==> config.mk <==
export PLATFORM = sky130hd
export DESIGN_NAME = pixel_stream_packer
export DESIGN_NICKNAME = d
export VERILOG_FILES = /design/src/rtl/pixel_stream_packer.sv
export SDC_FILE = /design/constraint.sdc
export NUM_CORES = 1
export LEC_CHECK = 0
export ABC_CLOCK_PERIOD_IN_PS = 2840
export BUFFER_PORTS_ARGS = -buffer_cell sky130_fd_sc_hd__buf_2
export CORE_MARGIN = 5
export CORE_UTILIZATION = 55
export DETAILED_ROUTE_END_ITERATION = 6
export PLACE_DENSITY_LB_ADDON = 0.15
export SYNTH_ARGS = -nofsm -noshare
export SYNTH_HDL_FRONTEND = slang
export SYNTH_SLANG_ARGS = --single-unit
==> constraint.sdc <==
create_clock -name clk -period 2.84 [get_ports clk]
set_input_delay 0.142 -clock clk [delete_from_list [all_inputs] [get_ports clk]]
set_output_delay 0.142 -clock clk [all_outputs]
set_load 0.05 [all_outputs]
==> src/rtl/pixel_stream_packer.sv <==
// Pixel FIFO between the ray-marcher shade stream and an AXI4-Stream video master.
// Optional frame geometry checker enabled by defining FRAME_CHECK_EN.
module pixel_stream_packer #(
  parameter int          DEPTH    = 16,
  parameter int          H_RES    = 640,
  parameter int          V_RES    = 480,
  parameter logic [7:0]  PAD_BYTE = 8'h00
) (
  input  logic                      clk,
  input  logic                      rst,
  input  logic                      pix_valid,
  input  logic [23:0]               pix_data,
  input  logic                      pix_sof,
  input  logic                      pix_eol,
  output logic                      pix_ready,
  output logic [31:0]               m_axis_tdata,
  output logic                      m_axis_tuser,
  output logic                      m_axis_tlast,
  output logic                      m_axis_tvalid,
  input  logic                      m_axis_tready,
  output logic [$clog2(DEPTH):0]    fifo_level,
  output logic [1:0]                frame_err,
  input  logic                      err_clr
);

  localparam int AW = $clog2(DEPTH);
  localparam int LW = AW + 1;
  localparam logic [LW-1:0] DEPTH_L = LW'(DEPTH);

  // Handshakes: a transfer happens on a rising edge where valid and ready are both high;
  // valid never depends on ready, and a presented output word is held until it transfers.
  logic          push, pop, head_load, mem_rd, mem_wr, bypass;
  logic [25:0]   in_word;
  logic [25:0]   mem [DEPTH];
  logic [AW-1:0] wr_ptr_q, wr_ptr_d, rd_ptr_q, rd_ptr_d;
  logic [LW-1:0] mem_cnt_q, mem_cnt_d, level_d;
  logic          head_vld_q, head_vld_d;
  logic [25:0]   head_q, head_d;
  logic          ready_q, ready_d;

  assign in_word = {pix_sof, pix_eol, pix_data};
  assign push    = pix_valid && ready_q;
  assign pop     = head_vld_q && m_axis_tready;

  // The head register is refilled from storage first, or straight from the input when storage is empty.
  always_comb begin
    head_load  = !head_vld_q || pop;
    mem_rd     = head_load && (mem_cnt_q != '0);
    bypass     = head_load && (mem_cnt_q == '0) && push;
    mem_wr     = push && !bypass;
    head_vld_d = head_vld_q;
    head_d     = head_q;
    wr_ptr_d   = wr_ptr_q;
    rd_ptr_d   = rd_ptr_q;
    if (head_load) begin
      head_vld_d = mem_rd || bypass;
      if (mem_rd) begin
        head_d = mem[rd_ptr_q];
      end else if (bypass) begin
        head_d = in_word;
      end
    end
    if (mem_wr) wr_ptr_d = wr_ptr_q + AW'(1);
    if (mem_rd) rd_ptr_d = rd_ptr_q + AW'(1);
    mem_cnt_d = mem_cnt_q + LW'(mem_wr) - LW'(mem_rd);
    level_d   = mem_cnt_d + LW'(head_vld_d);
    ready_d   = level_d < DEPTH_L;
  end

  always_ff @(posedge clk or negedge rst) begin
    if (!rst) begin
      wr_ptr_q   <= '0;
      rd_ptr_q   <= '0;
      mem_cnt_q  <= '0;
      head_vld_q <= 1'b0;
      head_q     <= '0;
      ready_q    <= 1'b0;
    end else begin
      wr_ptr_q   <= wr_ptr_d;
      rd_ptr_q   <= rd_ptr_d;
      mem_cnt_q  <= mem_cnt_d;
      head_vld_q <= head_vld_d;
      head_q     <= head_d;
      ready_q    <= ready_d;
    end
  end

  always_ff @(posedge clk) begin
    if (mem_wr) mem[wr_ptr_q] <= in_word;
  end

  assign pix_ready     = ready_q;
  assign m_axis_tvalid = head_vld_q;
  assign m_axis_tuser  = head_q[25];
  assign m_axis_tlast  = head_q[24];
  assign m_axis_tdata  = {PAD_BYTE, head_q[23:0]};
  assign fifo_level    = mem_cnt_q + LW'(head_vld_q);

`ifdef FRAME_CHECK_EN
  localparam int XW = $clog2(H_RES + 1);
  localparam int YW = $clog2(V_RES + 1);
  localparam logic [XW-1:0] H_LAST = XW'(H_RES - 1);
  localparam logic [YW-1:0] V_LAST = YW'(V_RES - 1);

  logic [XW-1:0] x_cnt_q, x_cnt_d, eff_x;
  logic [YW-1:0] y_cnt_q, y_cnt_d, eff_y;
  logic          seen_sof_q, seen_sof_d, at_origin;
  logic [1:0]    err_q, err_d;

  // A sof pixel is judged as position (0,0); a missing eol still closes the line at H_RES.
  always_comb begin
    x_cnt_d    = x_cnt_q;
    y_cnt_d    = y_cnt_q;
    seen_sof_d = seen_sof_q;
    err_d      = err_clr ? 2'b00 : err_q;
    at_origin  = (x_cnt_q == '0) && (y_cnt_q == '0);
    eff_x      = pix_sof ? '0 : x_cnt_q;
    eff_y      = pix_sof ? '0 : y_cnt_q;
    if (push) begin
      if (pix_sof && !at_origin) err_d[0] = 1'b1;
      if (!pix_sof && at_origin && seen_sof_q) err_d[0] = 1'b1;
      if (pix_eol != (eff_x == H_LAST)) err_d[1] = 1'b1;
      if (pix_sof) seen_sof_d = 1'b1;
      if (pix_eol || (eff_x == H_LAST)) begin
        x_cnt_d = '0;
        y_cnt_d = (eff_y == V_LAST) ? '0 : eff_y + YW'(1);
      end else begin
        x_cnt_d = eff_x + XW'(1);
        y_cnt_d = eff_y;
      end
    end
  end

  always_ff @(posedge clk or negedge rst) begin
    if (!rst) begin
      x_cnt_q    <= '0;
      y_cnt_q    <= '0;
      seen_sof_q <= 1'b0;
      err_q      <= 2'b00;
    end else begin
      x_cnt_q    <= x_cnt_d;
      y_cnt_q    <= y_cnt_d;
      seen_sof_q <= seen_sof_d;
      err_q      <= err_d;
    end
  end

  assign frame_err = err_q;
`else
  localparam int unused_frame_px = H_RES * V_RES;
  logic unused_err_clr;
  assign unused_err_clr = err_clr;
  assign frame_err      = 2'b00;
`endif

endmodule

==> summary.txt, run 1 <==
Timing
  • Final setup skew: 0.02299 ns
  • Final cycle utilization of the critical path: 93.82%
  • Post-layout min period: 2.665 ns
  • Worst slew pin tran: 0.7599 ns
  • Worst relative slew slack: 49.34%
  • Post-route worst hold slack: 0.01811 ns
  • Number of slew-limit violations in the final report: 0
  • Achievable clock frequency: 375.3 MHz
  • Final count of hold timing violations: 0
  • Setup-failing EPs final: 0

Global routing
  • Antenna violations before repair: 0
  • Maximum number of pins on one net before global-route repair: 47
  • GRT overflow: 0
  • Wire length of the first global-routing pass: 56.55 mm
  • Via count of the first global-routing pass: 9,187
  • Overall Global Routing Usage: 20.86%

Routing
  • Router iterations before antenna repair: 4
  • Final ANT Viol Nets: 0
  • Number of vias per cell: 5.859
  • Vias after detailed routing: 8,572
  • Routed wire length: 37.00 mm
  • Detailed router's first-iteration violation count: 526
  • Average routed wire per standard cell: 25.29 microns
  • Remaining routing DRC violations: 0

Pwr
  • Total power divided by cell area: 996.3 nW/um^2
  • Static Leakage: 7.004 nW
  • Worst vdd ir: 837.1 uV

Place
  • Number of cells after detailed placement: 1,347
  • RePlAce Congestion: 0.7804
  • Placed Area: 18,970 sq um
  • PortBufs: 62
  • Post-detail-place hpwl: 21.95 mm

Finish
  • Most common library cell in the layout ignoring fill and taps: sky130_fd_sc_hd__edfxtp_1
  • Antenna diode count: 0
  • Fraction of layout instances using a drive strength above 1: 28.99%
  • Final cell count without fillers: 1,463
  • Design area: 20,760 sq um
  • Final net count: 1,028
  • Commonest non-fill, non-tap cells in the layout: sky130_fd_sc_hd__edfxtp_1, sky130_fd_sc_hd__mux4_2, sky130_fd_sc_hd__buf_2
  • Number of fillers in the final layout: 2,167
  • Synthesis-to-finish area growth: 15.40%

Setup path
  • Critical Path Max Stage Delay: 0.44 ns
  • Number of buffer and inverter instances along the worst setup path: 1
  • Startpoint class of the critical path: flop
  • Top cell family by delay on the critical path: adder cells
  • Required time worst endpoint: 3.25 ns
  • R2R depth: 11
  • Slowest stage cell on the critical path: sky130_fd_sc_hd__dfrtp_2
  • Crit path DAT: 3.07 ns
  • Critical register-to-register path endpoint: pix_ready
  • Type of the worst setup path: flop to flop
  • Reg-to-Reg Start: mem_cnt_q[2]
  • Max FO, Critical Path: 5
  • Setup crit end kind: flop
  • FF-to-FF setup slack: 0.18 ns
  • Chain of cells forming the critical path: inv_1, ha_1, nor4b_4, or3_4, nand2_1, ha_1, fa_1, xor2_1, and3_1, o211ai_1, xor2_1

Yosys
  • Share of synthesized cell area in and, or, nand and nor gates: 1.773%
  • Mux share of post-synthesis cell area: 15.88%
  • Async set or reset register ratio after synthesis: 8.972%
  • Number of standard cells after synthesis: 845
  • Number of synthesized register bits: 457
  • Largest family of logic cells by synthesized area: multiplexers
  • Synth Area in XOR/XNOR: 0.6328%
  • Sequential area share after synthesis: 75.13%
  • Number of warnings issued by yosys: 0
  • Synth Area per Inst: 21.29 sq um
  • Total standard cell area after synthesis: 17,990 sq um
  • Main flop type after synthesis: sky130_fd_sc_hd__edfxtp_1
  • Arithmetic-cell share of the synthesized area counting full adders, half adders and majority gates: 1.085%
  • Synth Area in Compound Gates: 3.310%
  • Number of enable flip-flop cells after synthesis: 416
  • Post-synth cell types: 40

Die
  • DIE HEIGHT: 190.9 microns
  • # rows: 66
  • I/O pin count: 74
  • Standard cell core area: 32,450 sq um
  • Horiz. Die Dim: 190.9 microns
  • Area of the die: 36,430 sq um
  • Starting Density: 55.44%

Clock network
  • Number of clock sinks seen by CTS: 457
  • H-tree depth: 2
  • TritonCTS clock tree: yes
  • Longest Clk Path Bufs: 3
  • TritonCTS Buffers: 47
  • Root Buffer: sky130_fd_sc_hd__clkbuf_16
  • Clock latency at the later pin of the worst-skew pair: 0.55 ns
  • Clock slew seen by the registers of the worst setup and hold paths: 0.06 ns

Min path
  • Path type of the worst min-delay path: input port to flop
  • Endpoint, Worst Hold: mem[8][2]
  • Worst Hold Path Cells: 1
  • Start point of the worst hold path: pix_data[2]

Run
  • Max-capacitance violation count: 0

Status
  • Result of the run: finished clean
==> cell usage after synthesis (9+ instances only) <==
master | n | area, sq um
sky130_fd_sc_hd__a211oi_1 | 26 | 195.2
sky130_fd_sc_hd__and2_1 | 12 | 75.07
sky130_fd_sc_hd__buf_2 | 21 | 105.1
sky130_fd_sc_hd__buf_4 | 19 | 142.6
sky130_fd_sc_hd__clkbuf_1 | 11 | 41.29
sky130_fd_sc_hd__dfrtp_1 | 41 | 1026
sky130_fd_sc_hd__edfxtp_1 | 416 | 12490
sky130_fd_sc_hd__ha_1 | 14 | 175.2
sky130_fd_sc_hd__mux2i_1 | 56 | 560.5
sky130_fd_sc_hd__mux4_2 | 102 | 2297
sky130_fd_sc_hd__nand2_1 | 12 | 45.04
sky130_fd_sc_hd__o21bai_1 | 25 | 187.7
sky130_fd_sc_hd__o22ai_1 | 25 | 156.4
sky130_fd_sc_hd__xnor2_1 | 9 | 78.83
==> power breakdown <==
| part | switching [mW] | internal, mW |
|---|---|---|
| Combinational | 3.68 | 2.68 |
| Clock | 2.41 | 3.48 |
| Sequential | 0.400 | 8.04 |
| Total | 6.49 | 14.2 |
==> cell type report <==
type                            instances  area [sq um]  share of cell area (%)
Clock inverter                         23         175.2                  0.8436
Tap cell                              442         553.0                   2.663
Clock buffer                           65          1336                   6.436
Multi-Input combinational cell        334          4135                   19.92
Inverter                                6         22.52                  0.1085
Timing Repair Buffer                  136          1013                   4.881
Sequential cell                       457         13530                   65.15
==> sequential cells by signal, indices dropped and copies added (netlist names) <==
signal         count
mem              416
m_axis_tvalid      1
wr_ptr_q           4
pix_ready          1
mem_cnt_q          5
head_q            26
rd_ptr_q           4
==> per-stage QoR <==
stage / setup TNS [ns] / setup WS (ns) / util (%) / power [mW]
6_report: 0 / 0.1754 / 63.98 / 20.69
4_1_cts: 0 / 0.03186 / 63.84 / 20.85
5_1_grt: -0.02043 / -0.02043 / 63.98 / 21.66
3_3_place_gp: 0 / 0.1458 / 58.44 / 14.77
3_5_place_dp: 0 / 0.05618 / 58.44 / 14.93
2_1_floorplan: 0 / 0.1995 / - / 13.35
==> kinds of logic after synthesis <==
kind of cell / Yosys count
adders and majority gates: 15
and+or+nand+nor: 53
other: 1
muxes: 158
xor gates and xnor gates: 13
DFF: 457
AOI/OAI and AO/OA: 85
buffers and inverters: 63
==> worst reg2reg max path: stages, from the launching register on <==
cell and delay (ns):
sky130_fd_sc_hd__dfrtp_2 0.44, sky130_fd_sc_hd__inv_1 0.10, sky130_fd_sc_hd__ha_1 0.16, sky130_fd_sc_hd__nor4b_4 0.31
sky130_fd_sc_hd__or3_4 0.20, sky130_fd_sc_hd__nand2_1 0.05, sky130_fd_sc_hd__ha_1 0.21, sky130_fd_sc_hd__fa_1 0.44
sky130_fd_sc_hd__xor2_1 0.21, sky130_fd_sc_hd__and3_1 0.18, sky130_fd_sc_hd__o211ai_1 0.10, sky130_fd_sc_hd__xor2_1 0.15
==> repair_timing <==
action,in CTS,in global routing
setup endpoints to repair,0,2
resized for setup,0,3
hold endpoints to repair,352,0
hold buffers,24,0
buffers inserted,0,4
==> how the worst max path moves through the flow <==
stage | startpoint | endpoint | slack, ns | cells after the start
floorplan | mem_cnt_q[2] | pix_ready | 0.20 | 11
global placement | mem_cnt_q[2] | pix_ready | 0.15 | 11
detailed placement | mem_cnt_q[2] | pix_ready | 0.06 | 11
CTS | mem_cnt_q[2] | pix_ready | 0.03 | 11
global route | mem_cnt_q[2] | pix_ready | -0.02 | 11
finish | mem_cnt_q[2] | pix_ready | 0.18 | 11
==> metal layers <==
layer / wire length, microns / vias up / track usage [%]
li1: - / 3760 / -
met1: 15390 / 4517 / 28.71
met2: 18940 / 244 / 35.41
met3: 1904 / 51 / 3.387
met4: 769 / 0 / 5.470
met5: 0 / - / 0
Power figures use the tool's default switching activity.
==> inputs of run 2 (changes only) <==
Settings changed: ABC_CLOCK_PERIOD_IN_PS 2840 to 3000, CORE_UTILIZATION 55 to 61.
Clock period 2.84 ns to 3 ns, I/O delays scaled along.
==> run 2 against run 1 <==
Total power decreased by 5.1%; die area decreased by 9.3%; worst hold slack improved by 0.0036 ns; global-route usage increased by 1.9 points; cell area decreased by 0.34%; core utilization increased by 7.5 points; combinational power decreased by 8.6%; via count increased by 2.3%; flip-flop and latch count unchanged; critical path type unchanged; largest cell class unchanged.
==> summary.txt, run 2 (synthesis results as in run 1) <==
Die
  • Starting Density: 62.19% (+6.7 points)
  • # rows: 62 (-6.1%)
  • Horiz. Die Dim: 181.8 microns (-4.8%)
  • DIE HEIGHT: 181.8 microns (-4.8%)
  • Standard cell core area: 28,940 sq um (-11%)
  • Area of the die: 33,030 sq um (-9.3%)
  • I/O pin count: 74 (unchanged)

Place
  • Place WS: 0.08920 ns (+0.03302 ns)
  • Placed Area: 18,910 sq um (-0.28%)
  • Number of cells after detailed placement: 1,285 (-4.6%)
  • PortBufs: 62 (unchanged)
  • Post-detail-place hpwl: 20.40 mm (-7.1%)
  • RePlAce Congestion: 0.7811 (about the same)

Pwr
  • Clock network fraction of total power: 28.6% (about the same)
  • Share of power burned in registers: 41.8% (+1.0 points)
  • Total power divided by cell area: 949.2 nW/um^2 (-4.7%)
  • Switching power summed over all nets: 6.151 mW (-5.2%)
  • Switching share of total power: 31.32% (-0.058 points)
  • Internal power: 13.49 mW (-5.0%)
  • Static Leakage: 6.956 nW (-0.69%)
  • Worst vdd ir: 568.9 uV (-32%)
  • Fraction of power consumed by combinational cells: 29.6% (-1.2 points)

Finish
  • Synthesis-to-finish area growth: 15.00%
  • Design area: 20,690 sq um (-0.34%)
  • Leading registers by flop count: mem: 416 flops, head_q: 26 flops, mem_cnt_q: 5 flops
  • Final cell count without fillers: 1,396 (-4.6%)
  • Commonest non-fill, non-tap cells in the layout: sky130_fd_sc_hd__edfxtp_1, sky130_fd_sc_hd__mux4_2, sky130_fd_sc_hd__buf_2
  • Final net count: 1,021 (-0.68%)
  • Antenna diode count: 0 (unchanged)
  • Fraction of layout instances using a drive strength above 1: 27.87% (-1.1 points)
  • Most common library cell in the layout ignoring fill and taps: sky130_fd_sc_hd__edfxtp_1
  • Max reg flops: 416 (unchanged)
  • Top reg by flops: mem

Global routing
  • Met2 track demand over resource in global routing: 40.20% (+4.8 points)
  • GRT met1 Usage: 30.32% (+1.6 points)
  • Maximum number of pins on one net before global-route repair: 44 (-6.4%)
  • Overall Global Routing Usage: 22.75% (+1.9 points)
  • Busiest grt layer: met2
  • Met3 usage: 2.961% (-0.43 points)
  • Wire length of the first global-routing pass: 56.85 mm (+0.53%)
  • Via count of the first global-routing pass: 9,384 (+2.1%)
  • GRT overflow: 0 (unchanged)
  • Antenna violations before repair: 0 (unchanged)

Timing
  • Achievable clock frequency: 360.1 MHz (-4.0%)
  • Unrepaired setup endpoints after global routing: false
  • Sum Neg Setup Slack: 0 ns (unchanged)
  • Worst relative slew slack: 49.53% (+0.19 points)
  • Worst setup margin: 0.2230 ns (+0.04764 ns)
  • Setup-failing EPs final: 0 (unchanged)
  • Post-route worst hold slack: 0.02174 ns (+0.003633 ns)
  • Worst slew pin tran: 0.7571 ns (-0.002807 ns)
  • Number of slew-limit violations in the final report: 0 (unchanged)
  • Post-layout min period: 2.777 ns (+0.1124 ns)
  • Final cycle utilization of the critical path: 92.57% (-1.3 points)
  • Final setup skew: 0.01536 ns (-0.007628 ns)
  • Final count of hold timing violations: 0 (unchanged)

Run
  • Max-capacitance violation count: 0 (unchanged)

Clock network
  • Number of clock sinks seen by CTS: 457 (unchanged)
  • Root Buffer: sky130_fd_sc_hd__clkbuf_16
  • TritonCTS Buffers: 46 (-2.1%)
  • Clock latency at the later pin of the worst-skew pair: 0.54 ns (about the same)
  • TritonCTS clock tree: yes
  • Clock slew seen by the registers of the worst setup and hold paths: 0.06 ns (about the same)
  • H-tree depth: 2 (unchanged)
  • Longest Clk Path Bufs: 3 (unchanged)

Setup path
  • Startpoint class of the critical path: flop
  • Type of the worst setup path: flop to flop
  • Crit path DAT: 3.18 ns (+0.11 ns)
  • Setup crit end kind: flop
  • Max FO, Critical Path: 5 (unchanged)
  • Required time worst endpoint: 3.40 ns (+0.15 ns)

Routing
  • Vias after detailed routing: 8,772 (+2.3%)
  • Average routed wire per standard cell: 26.40 microns (+4.4%)
  • Remaining routing DRC violations: 0 (unchanged)
  • Routed wire length: 36.86 mm (-0.38%)
  • Final ANT Viol Nets: 0 (unchanged)
  • Router iterations before antenna repair: 5 (+1)
  • Number of vias per cell: 6.284 (+7.2%)
  • Detailed router's first-iteration violation count: 778 (+48%)

Min path
  • Path type of the worst min-delay path: input port to flop

Status
  • Result of the run: finished clean
-- run 2: worst max-delay path, cell delays in order, from the launching register on --
cell,delay (ns)
sky130_fd_sc_hd__dfrtp_1,0.44
sky130_fd_sc_hd__inv_1,0.13
sky130_fd_sc_hd__ha_1,0.16
sky130_fd_sc_hd__nor4b_4,0.26
sky130_fd_sc_hd__or3_1,0.22
sky130_fd_sc_hd__nand2_1,0.07
sky130_fd_sc_hd__ha_1,0.21
sky130_fd_sc_hd__fa_1,0.43
sky130_fd_sc_hd__xor2_1,0.25
sky130_fd_sc_hd__and3_1,0.22
sky130_fd_sc_hd__o211ai_1,0.10
sky130_fd_sc_hd__xor2_1,0.15
-- run 2: power groups by stage --
stage               clock (mW)  sequential, mW  combinational, mW
global route              6.00            8.30               6.20
floorplan                    0            8.58               4.06
detailed placement           0            8.33               5.78
CTS                       5.73            8.21               5.84
global placement             0            8.28               5.62
finish                    5.62            8.21               5.81
-- run 2: final timing paths --
| check | start | end | slack, ns | depth (start not counted) |
|---|---|---|---|---|
| setup reg to reg | mem_cnt_q[2] | pix_ready | 0.22 | 11 |
| max in group asynchronous | rst | head_q[24] | 1.98 | 3 |
| min in group asynchronous | rst | head_q[6] | 0.23 | 2 |
| setup / recovery | mem_cnt_q[2] | pix_ready | 0.22 | 11 |
| hold reg to reg | head_q[16] | head_q[16] | 0.55 | 2 |
| hold / removal | pix_data[7] | mem[4][7] | 0.02 | 1 |
-- run 2: stage by stage --
step	utilization (%)	power, mW
3_3_place_gp	65.37	13.90
4_1_cts	71.46	19.78
6_report	71.51	19.64
2_1_floorplan	-	12.64
3_5_place_dp	65.37	14.12
5_1_grt	71.51	20.51
-- run 2: cell type report --
| type | count | area (sq um) |
|---|---|---|
| fillers | 1726 | 8243 |
| flip-flops and latches | 457 | 13530 |
| inverters | 6 | 22.52 |
| multi-input cells | 334 | 4130 |
| well taps | 384 | 480.5 |
| repair buffers | 130 | 1021 |
| clock buffers | 58 | 1247 |
| clock inverters | 27 | 264.0 |
-- run 2: routing by layer --
layer  vias up  share of wire [%]
li1       3742                  -
met1      4646                 39
met2       311                 53
met3        73                5.5
met4         0                2.5
met5         -                  0
-- run 2: what timing repair did --
action / CTS / global route
gates resized for setup: 0 / 1
endpoints found under the hold margin: 333 / 0
setup buffers: 0 / 1
hold buffers: 25 / 0
setup endpoints to repair: 0 / 1
